$ cat config.mk
export PLATFORM = sky130hd
export DESIGN_NAME = decode_stage_flat
export DESIGN_NICKNAME = d
export VERILOG_FILES = /design/src/rtl/decode_stage_if.sv /design/src/rtl/decode_stage.sv /design/src/flat_wrapper.sv
export SDC_FILE = /design/constraint.sdc
export NUM_CORES = 2
export LEC_CHECK = 0
export CORE_ASPECT_RATIO = 0.6
export CORE_UTILIZATION = 55
export DETAILED_ROUTE_END_ITERATION = 8
export PLACE_DENSITY = 0.77
export SETUP_SLACK_MARGIN = 0.3
export SYNTH_ARGS = -nofsm -noshare
export SYNTH_HDL_FRONTEND = slang
export SYNTH_SLANG_ARGS = --single-unit
$ cat constraint.sdc
create_clock -name clk -period 2.7 [get_ports clk]
set_clock_uncertainty 0.2 [all_clocks]
set_input_delay 0.54 -clock clk [delete_from_list [all_inputs] [get_ports clk]]
set_output_delay 0.54 -clock clk [all_outputs]
set_load 0.02 [all_outputs]
$ cat src/rtl/decode_stage_if.sv
// Bundle between fetch/EX/WB and the decode stage: fetch inputs, hazard info,
// write-back port, stall back to fetch and the registered ID/EX outputs.
interface decode_stage_if;
  logic        if_valid;
  logic [31:0] if_instr;
  logic [31:0] if_pc4;
  logic        flush;
  logic        ex_mem_read;
  logic [4:0]  ex_rt;
  logic        wb_we;
  logic [4:0]  wb_addr;
  logic [31:0] wb_data;
  logic        stall;
  logic        id_valid;
  logic [31:0] id_pc4;
  logic [5:0]  id_opcode;
  logic [4:0]  id_rs;
  logic [4:0]  id_rt;
  logic [4:0]  id_rd;
  logic [4:0]  id_shamt;
  logic [5:0]  id_funct;
  logic [31:0] id_imm_sext;
  logic [31:0] id_jump_target;
  logic [31:0] id_rs_data;
  logic [31:0] id_rt_data;

  modport master (
    output if_valid, if_instr, if_pc4, flush, ex_mem_read, ex_rt,
           wb_we, wb_addr, wb_data,
    input  stall, id_valid, id_pc4, id_opcode, id_rs, id_rt, id_rd, id_shamt,
           id_funct, id_imm_sext, id_jump_target, id_rs_data, id_rt_data
  );

  modport slave (
    input  if_valid, if_instr, if_pc4, flush, ex_mem_read, ex_rt,
           wb_we, wb_addr, wb_data,
    output stall, id_valid, id_pc4, id_opcode, id_rs, id_rt, id_rd, id_shamt,
           id_funct, id_imm_sext, id_jump_target, id_rs_data, id_rt_data
  );
endinterface

$ cat src/rtl/decode_stage.sv
// MIPS instruction-decode stage: IF/ID register, bypassed register file,
// field decode, load-use stall detection and the ID/EX output register.
module decode_stage #(
  parameter int RF_DEPTH = 32
) (
  input logic           clk,
  input logic           reset,
  decode_stage_if.slave bus
);

  function automatic logic [31:0] sext16(input logic [15:0] v);
    return {{16{v[15]}}, v};
  endfunction

  function automatic logic uses_rt(input logic [5:0] op);
    return (op == 6'h00) || (op == 6'h04) || (op == 6'h05) || (op == 6'h2B);
  endfunction

  logic        vld_p0;
  logic [31:0] instr_p0;
  logic [31:0] pc4_p0;
  logic [31:0] rf [RF_DEPTH];
  logic [4:0]  rs;
  logic [4:0]  rt;
  logic [31:0] rs_data;
  logic [31:0] rt_data;
  logic        stall;

  logic        vld_p1;
  logic [31:0] pc4_p1;
  logic [31:0] instr_p1;
  logic [31:0] imm_p1;
  logic [31:0] jt_p1;
  logic [31:0] rs_data_p1;
  logic [31:0] rt_data_p1;

  // Stage p0: IF/ID register
  always_ff @(posedge clk) begin
    if (reset) begin
      vld_p0   <= 1'b0;
      instr_p0 <= '0;
      pc4_p0   <= '0;
    end else if (bus.flush) begin
      vld_p0 <= 1'b0;
    end else if (!stall) begin
      vld_p0   <= bus.if_valid;
      instr_p0 <= bus.if_instr;
      pc4_p0   <= bus.if_pc4;
    end
  end

  assign rs = instr_p0[25:21];
  assign rt = instr_p0[20:16];

  // Register 0 is never written, so it reads back its reset value of zero.
  always_ff @(posedge clk) begin
    if (reset) begin
      for (int i = 0; i < RF_DEPTH; i++) rf[i] <= '0;
    end else if (bus.wb_we && bus.wb_addr != 5'd0) begin
      rf[bus.wb_addr] <= bus.wb_data;
    end
  end

  always_comb begin
    rs_data = rf[rs];
    rt_data = rf[rt];
    if (bus.wb_we && bus.wb_addr != 5'd0 && bus.wb_addr == rs) rs_data = bus.wb_data;
    if (bus.wb_we && bus.wb_addr != 5'd0 && bus.wb_addr == rt) rt_data = bus.wb_data;
  end

  assign stall = vld_p0 && bus.ex_mem_read && (bus.ex_rt != 5'd0) &&
                 ((bus.ex_rt == rs) || (uses_rt(instr_p0[31:26]) && bus.ex_rt == rt));

  // Stage p1: ID/EX register; flush, stall and invalid IF/ID all yield a zero bubble
  always_ff @(posedge clk) begin
    if (reset || bus.flush || stall || !vld_p0) begin
      vld_p1     <= 1'b0;
      pc4_p1     <= '0;
      instr_p1   <= '0;
      imm_p1     <= '0;
      jt_p1      <= '0;
      rs_data_p1 <= '0;
      rt_data_p1 <= '0;
    end else begin
      vld_p1     <= 1'b1;
      pc4_p1     <= pc4_p0;
      instr_p1   <= instr_p0;
      imm_p1     <= sext16(instr_p0[15:0]);
      jt_p1      <= {pc4_p0[31:28], instr_p0[25:0], 2'b00};
      rs_data_p1 <= rs_data;
      rt_data_p1 <= rt_data;
    end
  end

  assign bus.stall          = stall;
  assign bus.id_valid       = vld_p1;
  assign bus.id_pc4         = pc4_p1;
  assign bus.id_opcode      = instr_p1[31:26];
  assign bus.id_rs          = instr_p1[25:21];
  assign bus.id_rt          = instr_p1[20:16];
  assign bus.id_rd          = instr_p1[15:11];
  assign bus.id_shamt       = instr_p1[10:6];
  assign bus.id_funct       = instr_p1[5:0];
  assign bus.id_imm_sext    = imm_p1;
  assign bus.id_jump_target = jt_p1;
  assign bus.id_rs_data     = rs_data_p1;
  assign bus.id_rt_data     = rt_data_p1;

endmodule

$ cat src/flat_wrapper.sv
// flat-port wrapper written by rule: the top's interface ports become plain ports
module decode_stage_flat 
#(
  parameter int RF_DEPTH = 32
)
  (clk, reset, bus_if_valid, bus_if_instr, bus_if_pc4, bus_flush, bus_ex_mem_read, bus_ex_rt, bus_wb_we, bus_wb_addr, bus_wb_data, bus_stall, bus_id_valid, bus_id_pc4, bus_id_opcode, bus_id_rs, bus_id_rt, bus_id_rd, bus_id_shamt, bus_id_funct, bus_id_imm_sext, bus_id_jump_target, bus_id_rs_data, bus_id_rt_data);
  decode_stage_if bus_i ();
  input logic clk;
  input logic reset;
  input wire logic [$bits(bus_i.if_valid)-1:0] bus_if_valid;
  input wire logic [$bits(bus_i.if_instr)-1:0] bus_if_instr;
  input wire logic [$bits(bus_i.if_pc4)-1:0] bus_if_pc4;
  input wire logic [$bits(bus_i.flush)-1:0] bus_flush;
  input wire logic [$bits(bus_i.ex_mem_read)-1:0] bus_ex_mem_read;
  input wire logic [$bits(bus_i.ex_rt)-1:0] bus_ex_rt;
  input wire logic [$bits(bus_i.wb_we)-1:0] bus_wb_we;
  input wire logic [$bits(bus_i.wb_addr)-1:0] bus_wb_addr;
  input wire logic [$bits(bus_i.wb_data)-1:0] bus_wb_data;
  output wire logic [$bits(bus_i.stall)-1:0] bus_stall;
  output wire logic [$bits(bus_i.id_valid)-1:0] bus_id_valid;
  output wire logic [$bits(bus_i.id_pc4)-1:0] bus_id_pc4;
  output wire logic [$bits(bus_i.id_opcode)-1:0] bus_id_opcode;
  output wire logic [$bits(bus_i.id_rs)-1:0] bus_id_rs;
  output wire logic [$bits(bus_i.id_rt)-1:0] bus_id_rt;
  output wire logic [$bits(bus_i.id_rd)-1:0] bus_id_rd;
  output wire logic [$bits(bus_i.id_shamt)-1:0] bus_id_shamt;
  output wire logic [$bits(bus_i.id_funct)-1:0] bus_id_funct;
  output wire logic [$bits(bus_i.id_imm_sext)-1:0] bus_id_imm_sext;
  output wire logic [$bits(bus_i.id_jump_target)-1:0] bus_id_jump_target;
  output wire logic [$bits(bus_i.id_rs_data)-1:0] bus_id_rs_data;
  output wire logic [$bits(bus_i.id_rt_data)-1:0] bus_id_rt_data;
  assign bus_i.if_valid = bus_if_valid;
  assign bus_i.if_instr = bus_if_instr;
  assign bus_i.if_pc4 = bus_if_pc4;
  assign bus_i.flush = bus_flush;
  assign bus_i.ex_mem_read = bus_ex_mem_read;
  assign bus_i.ex_rt = bus_ex_rt;
  assign bus_i.wb_we = bus_wb_we;
  assign bus_i.wb_addr = bus_wb_addr;
  assign bus_i.wb_data = bus_wb_data;
  assign bus_stall = bus_i.stall;
  assign bus_id_valid = bus_i.id_valid;
  assign bus_id_pc4 = bus_i.id_pc4;
  assign bus_id_opcode = bus_i.id_opcode;
  assign bus_id_rs = bus_i.id_rs;
  assign bus_id_rt = bus_i.id_rt;
  assign bus_id_rd = bus_i.id_rd;
  assign bus_id_shamt = bus_i.id_shamt;
  assign bus_id_funct = bus_i.id_funct;
  assign bus_id_imm_sext = bus_i.id_imm_sext;
  assign bus_id_jump_target = bus_i.id_jump_target;
  assign bus_id_rs_data = bus_i.id_rs_data;
  assign bus_id_rt_data = bus_i.id_rt_data;
  decode_stage #(.RF_DEPTH(RF_DEPTH)) u_core (.clk(clk), .reset(reset), .bus(bus_i));
endmodule
==> impl_metrics.xml <==
<?xml version="1.0" encoding="UTF-8"?>
<metrics>
  <group name="floorplanning">
    <metric name="fp.dieH" unit="µm">262</metric>
    <metric name="die_area" unit="µm²">114000</metric>
    <metric name="core_region_area" unit="µm²">112000</metric>
    <metric name="std_cell_rows" unit="">95</metric>
    <metric name="die-width" unit="µm">436</metric>
    <metric name="io_pins" unit="">306</metric>
    <metric name="initial_utilization" unit="%">55.5</metric>
  </group>
  <group name="grt">
    <metric name="grt_overflow" unit="">0</metric>
    <metric name="grt_start_max_net_pins" unit="">112</metric>
    <metric name="initial_antenna_violation_count" unit="">10</metric>
    <metric name="vias_in_the_first_global_route" unit="">44300</metric>
    <metric name="grt_first_pass_wirelength" unit="µm">309000</metric>
    <metric name="global_route.usage.total" unit="%">37.6</metric>
  </group>
  <group name="timing">
    <metric name="worstMarginPinSlew" unit="ns">0.770</metric>
    <metric name="period_minus_slack" unit="ns">3.02</metric>
    <metric name="timing.final.ws_setup" unit="ns">-0.317</metric>
    <metric name="timing.final.setup_violations" unit="">92</metric>
    <metric name="fmaxAchievable" unit="GHz">0.331</metric>
    <metric name="final_min_period_over_clock_period" unit="%">112</metric>
    <metric name="final_report_hold_violation_count" unit="">0</metric>
    <metric name="tns" unit="ns">-15.67</metric>
    <metric name="grt_setup_unrepaired" unit="">yes</metric>
    <metric name="max_slew_margin_vs_limit" unit="%">48.7</metric>
    <metric name="final.hold.worst_slack" unit="ns">0.157</metric>
    <metric name="timing.final.max_slew_violations" unit="">0</metric>
  </group>
  <group name="power">
    <metric name="internal_power" unit="mW">33.9</metric>
    <metric name="peakVddDrop" unit="mV">0.603</metric>
    <metric name="proportion_of_power_drawn_by_combinational_gates" unit="%">16.5</metric>
    <metric name="netSwitchingFraction" unit="%">26.5</metric>
    <metric name="leakagePower" unit="nW">28.6</metric>
    <metric name="share_clk_of_total_power" unit="%">36.1</metric>
    <metric name="p_switching" unit="mW">12.2</metric>
    <metric name="power_density" unit="nW/µm²">579</metric>
    <metric name="pwr-share-seq" unit="%">47.5</metric>
    <metric name="totalPowerFinal" unit="mW">46.1</metric>
  </group>
  <group name="synthesis">
    <metric name="fraction_of_registers_with_async_set_or_reset_after_synthesis" unit="%">0</metric>
    <metric name="number_of_enable_type_register_cells_in_the_synthesized_netlist" unit="">1024</metric>
    <metric name="mappedNetlistArea" unit="µm²">62100</metric>
    <metric name="synth_cell_types" unit="">58</metric>
    <metric name="synthFlopType" unit="">edfxtp_1</metric>
    <metric name="synthesis.yosys.warnings" unit="">0</metric>
    <metric name="syn_area_per_cell" unit="µm²">13.7</metric>
    <metric name="ff_latch_count_synth" unit="">1218</metric>
    <metric name="syn_inst" unit="">4517</metric>
    <metric name="ys_seq_area_share" unit="%">55.8</metric>
  </group>
  <group name="worst_setup_path">
    <metric name="criticalPathCategory" unit="">input port to flop</metric>
    <metric name="timing.critical_path.slowest_cell_delay" unit="ns">0.57</metric>
    <metric name="crit_arrival" unit="ns">3.42</metric>
    <metric name="path_cells" unit="">clkdlybuf4s50_1 &gt; xnor2_2 &gt; nand4_1 &gt; buf_4 &gt; buf_6 &gt; buf_6 &gt; buf_6 &gt; buf_6 &gt; buf_6 &gt; buf_6 &gt; buf_6 &gt; buf_6 &gt; nor3_4 &gt; buf_6 &gt; a211oi_4 &gt; buf_6 &gt; clkbuf_16 &gt; mux2i_1 &gt; nor2_1</metric>
    <metric name="slowest_stage" unit="">clkdlybuf4s50_1</metric>
    <metric name="critical_path_maximum_fanout" unit="">6</metric>
    <metric name="number_of_cell_instances_on_the_worst_register_to_register_path" unit="">18</metric>
    <metric name="critical_path_required" unit="ns">3.11</metric>
    <metric name="cp-start-kind" unit="">input port</metric>
    <metric name="path_common_cell" unit="">buf_6</metric>
    <metric name="worstSetupEndpointType" unit="">flop</metric>
  </group>
  <group name="routing">
    <metric name="post-route-drc-count" unit="">0</metric>
    <metric name="routed_wire_length_per_instance" unit="µm">33.8</metric>
    <metric name="detail-route-antenna-nets" unit="">0</metric>
    <metric name="wirelength" unit="µm">229000</metric>
    <metric name="firstDrtPassIters" unit="">6</metric>
    <metric name="detailroute.via_count" unit="">46700</metric>
    <metric name="viasPerCell" unit="">6.91</metric>
    <metric name="drt_iter0_drc" unit="">8389</metric>
  </group>
  <group name="place">
    <metric name="hpwlAfterDp" unit="µm">135000</metric>
    <metric name="dpl.cell_count" unit="">6299</metric>
    <metric name="port-buffer-count" unit="">303</metric>
    <metric name="gp_congestion" unit="">0.949</metric>
  </group>
  <group name="clock_tree">
    <metric name="number_of_buffers_between_clock_root_and_the_deepest_sink" unit="">3</metric>
    <metric name="cts.reportedPaths.clkPinSlew" unit="ns">0.06</metric>
    <metric name="cts_inserted_buffers" unit="">107</metric>
    <metric name="clkLatencyLatePin" unit="ns">0.76</metric>
    <metric name="htreeDepth" unit="">3</metric>
    <metric name="cts_tree" unit="">yes</metric>
    <metric name="clock_sinks" unit="">1218</metric>
    <metric name="clk_root_buffer_cell" unit="">clkbuf_16</metric>
  </group>
  <group name="cells_and_area">
    <metric name="numnets_final" unit="">5271</metric>
    <metric name="stdcell_count" unit="">6758</metric>
    <metric name="final_layout_size_suffix_gt1_share" unit="%">31.7</metric>
    <metric name="fill_cells" unit="">6792</metric>
    <metric name="syn2layout_area_growth" unit="%">28.3</metric>
  </group>
  <group name="min_path">
    <metric name="min_path_type" unit="">input port to flop</metric>
    <metric name="hold-path-cell-count" unit="">3</metric>
  </group>
  <group name="job">
    <metric name="max-cap-violations" unit="">0</metric>
  </group>
  <group name="status">
    <metric name="run_status" unit="">finished with violations</metric>
    <metric name="failed_checks" unit="">negative setup slack</metric>
  </group>
</metrics>
-- power groups by stage --
stage               clock [mW]  sequential, mW  combinational (mW)
floorplan                    0            22.0                3.33
global placement             0            22.1                5.77
detailed placement           0            22.2                5.84
CTS                       16.5            21.8                6.34
global route              17.3            21.9                7.70
finish                    16.6            21.9                7.59
-- state kept, by name, summed over array words and instances (netlist names) --
name                       flops
u_core.bus.id_pc4             29
u_core.bus.id_jump_target     29
u_core.bus.id_valid            1
u_core.bus.id_rs_data         32
u_core.instr_p1                6
u_core.rf                   1024
u_core.vld_p0                  1
u_core.bus.id_rt_data         32
u_core.pc4_p0                 32
u_core.instr_p0               32
-- worst max-delay path, delay by kind of cell --
family	cells	cell delay, ns
buf+inv	13	2.07
simple gates	3	0.39
mux	1	0.21
xor+xnor	1	0.14
compound gates	1	0.07
-- worst paths after layout --
path,startpoint,slack [ns],end
max,bus_ex_rt[0],-0.32,u_core.pc4_p0[11]$_SDFFE_PP0P_
min reg2reg,u_core.pc4_p0[1]$_SDFFE_PP0P_,0.25,u_core.bus.id_pc4[1]$_SDFF_PP0_
max reg2reg,u_core.instr_p0[19]$_SDFFE_PP0P_,-0.32,u_core.pc4_p0[11]$_SDFFE_PP0P_
min,reset,0.16,u_core.pc4_p0[7]$_SDFFE_PP0P_
-- metrics by stage --
stage,utilization (%),instance area [µm²],setup WS (ns)
after detailed placement,62.6,70000,-0.763
after floorplan,-,62300,0.250
after global placement,62.6,70000,-0.788
final,71.2,79600,-0.317
after global routing,71.2,79600,-0.387
after CTS,67.6,75600,-0.320
-- logic make-up after synthesis --
| logic type | Yosys count | share of synthesized area (%) |
|---|---|---|
| muxes | 821 | 20.2 |
| DFF | 1218 | 55.8 |
| other | 1 | 0.00604 |
| buffers and inverters | 530 | 4.35 |
| and+or+nand+nor | 1492 | 14.0 |
| xor gates and xnor gates | 20 | 0.282 |
| AOI/OAI and AO/OA | 435 | 5.30 |
-- layer usage --
| metal | wire [µm] | up-vias | track usage (%) |
|---|---|---|---|
| met2 | 96900 | 4631 | 54.1 |
| met1 | 79600 | 23000 | 51.3 |
| met3 | 38800 | 926 | 13.2 |
| met4 | 13400 | 4 | 17.9 |
| met5 | 27 | - | 0 |
| li1 | - | 18200 | - |
-- Yosys cell counts (3+ instances only) --
master    instances  area (µm²)
nor3b_1           7        52.6
nand2_1          33         124
o31a_1            3        26.3
o22ai_1          43         269
xor2_1            9        78.8
mux2i_1         474        4740
inv_1             4        15.0
and2_1         1056        6610
buf_1            19        71.3
o221a_2           4        45.0
o32ai_1           3        26.3
or3b_2            5        43.8
a21oi_1          37         185
nand3b_1         16         120
nand3_1           7        35.0
dfxtp_1         194        3880
o21ai_0          73         365
nor2_1          196         736
buf_6            16         180
nor3_1           95         475
mux4_2          347        7820
o31ai_1          19         143
nand2b_1         12        75.1
clkbuf_1        306        1150
a22oi_1          15         113
buf_2            68         340
buf_4           109         818
a311oi_1         20         175
a221oi_1         79         692
buf_12            6         120
edfxtp_1       1024       30700
or2_2            32         200
nand4_1           5        31.3
a221o_1          77         771
nor2b_1          17         106
a211oi_1         49         368
xnor2_1          11        96.3
-- cell type report --
type                       instances  area (µm²)  share of cell area, %
timing repair buffer            1024       12100                   15.2
tap                             1503        1880                   2.36
clock buffer                     144        3030                   3.81
clock inverter                    60         678                  0.852
multi-input combinational       2802       27200                   34.2
sequential                      1218       34700                   43.5
antenna                            1        2.50                0.00314
inverter                           6        35.0                 0.0440
-- layout by cell type, fill, tap and decap left out, drive strengths merged, types with 73 or more instances in the layout --
master | netlist | routed
a221oi | 79 | 79
o21ai | 73 | 73
dfxtp | 194 | 194
clkbuf | 306 | 171
and2 | 1056 | 1056
nor2 | 196 | 196
edfxtp | 1024 | 1024
mux2i | 474 | 474
buf | 218 | 692
a221o | 77 | 77
nor3 | 95 | 95
mux4 | 347 | 347
clkdlybuf4s50 | 0 | 265
-- timing repair --
action / in CTS / in global routing
buffers inserted: 60 / 151
endpoints found under the setup margin: 380 / 356
cloned: 15 / 28
hold buffers: 0 / 0
resized for setup: 257 / 424
pin swaps: 53 / 159
(Power assumes the default switching activity.)
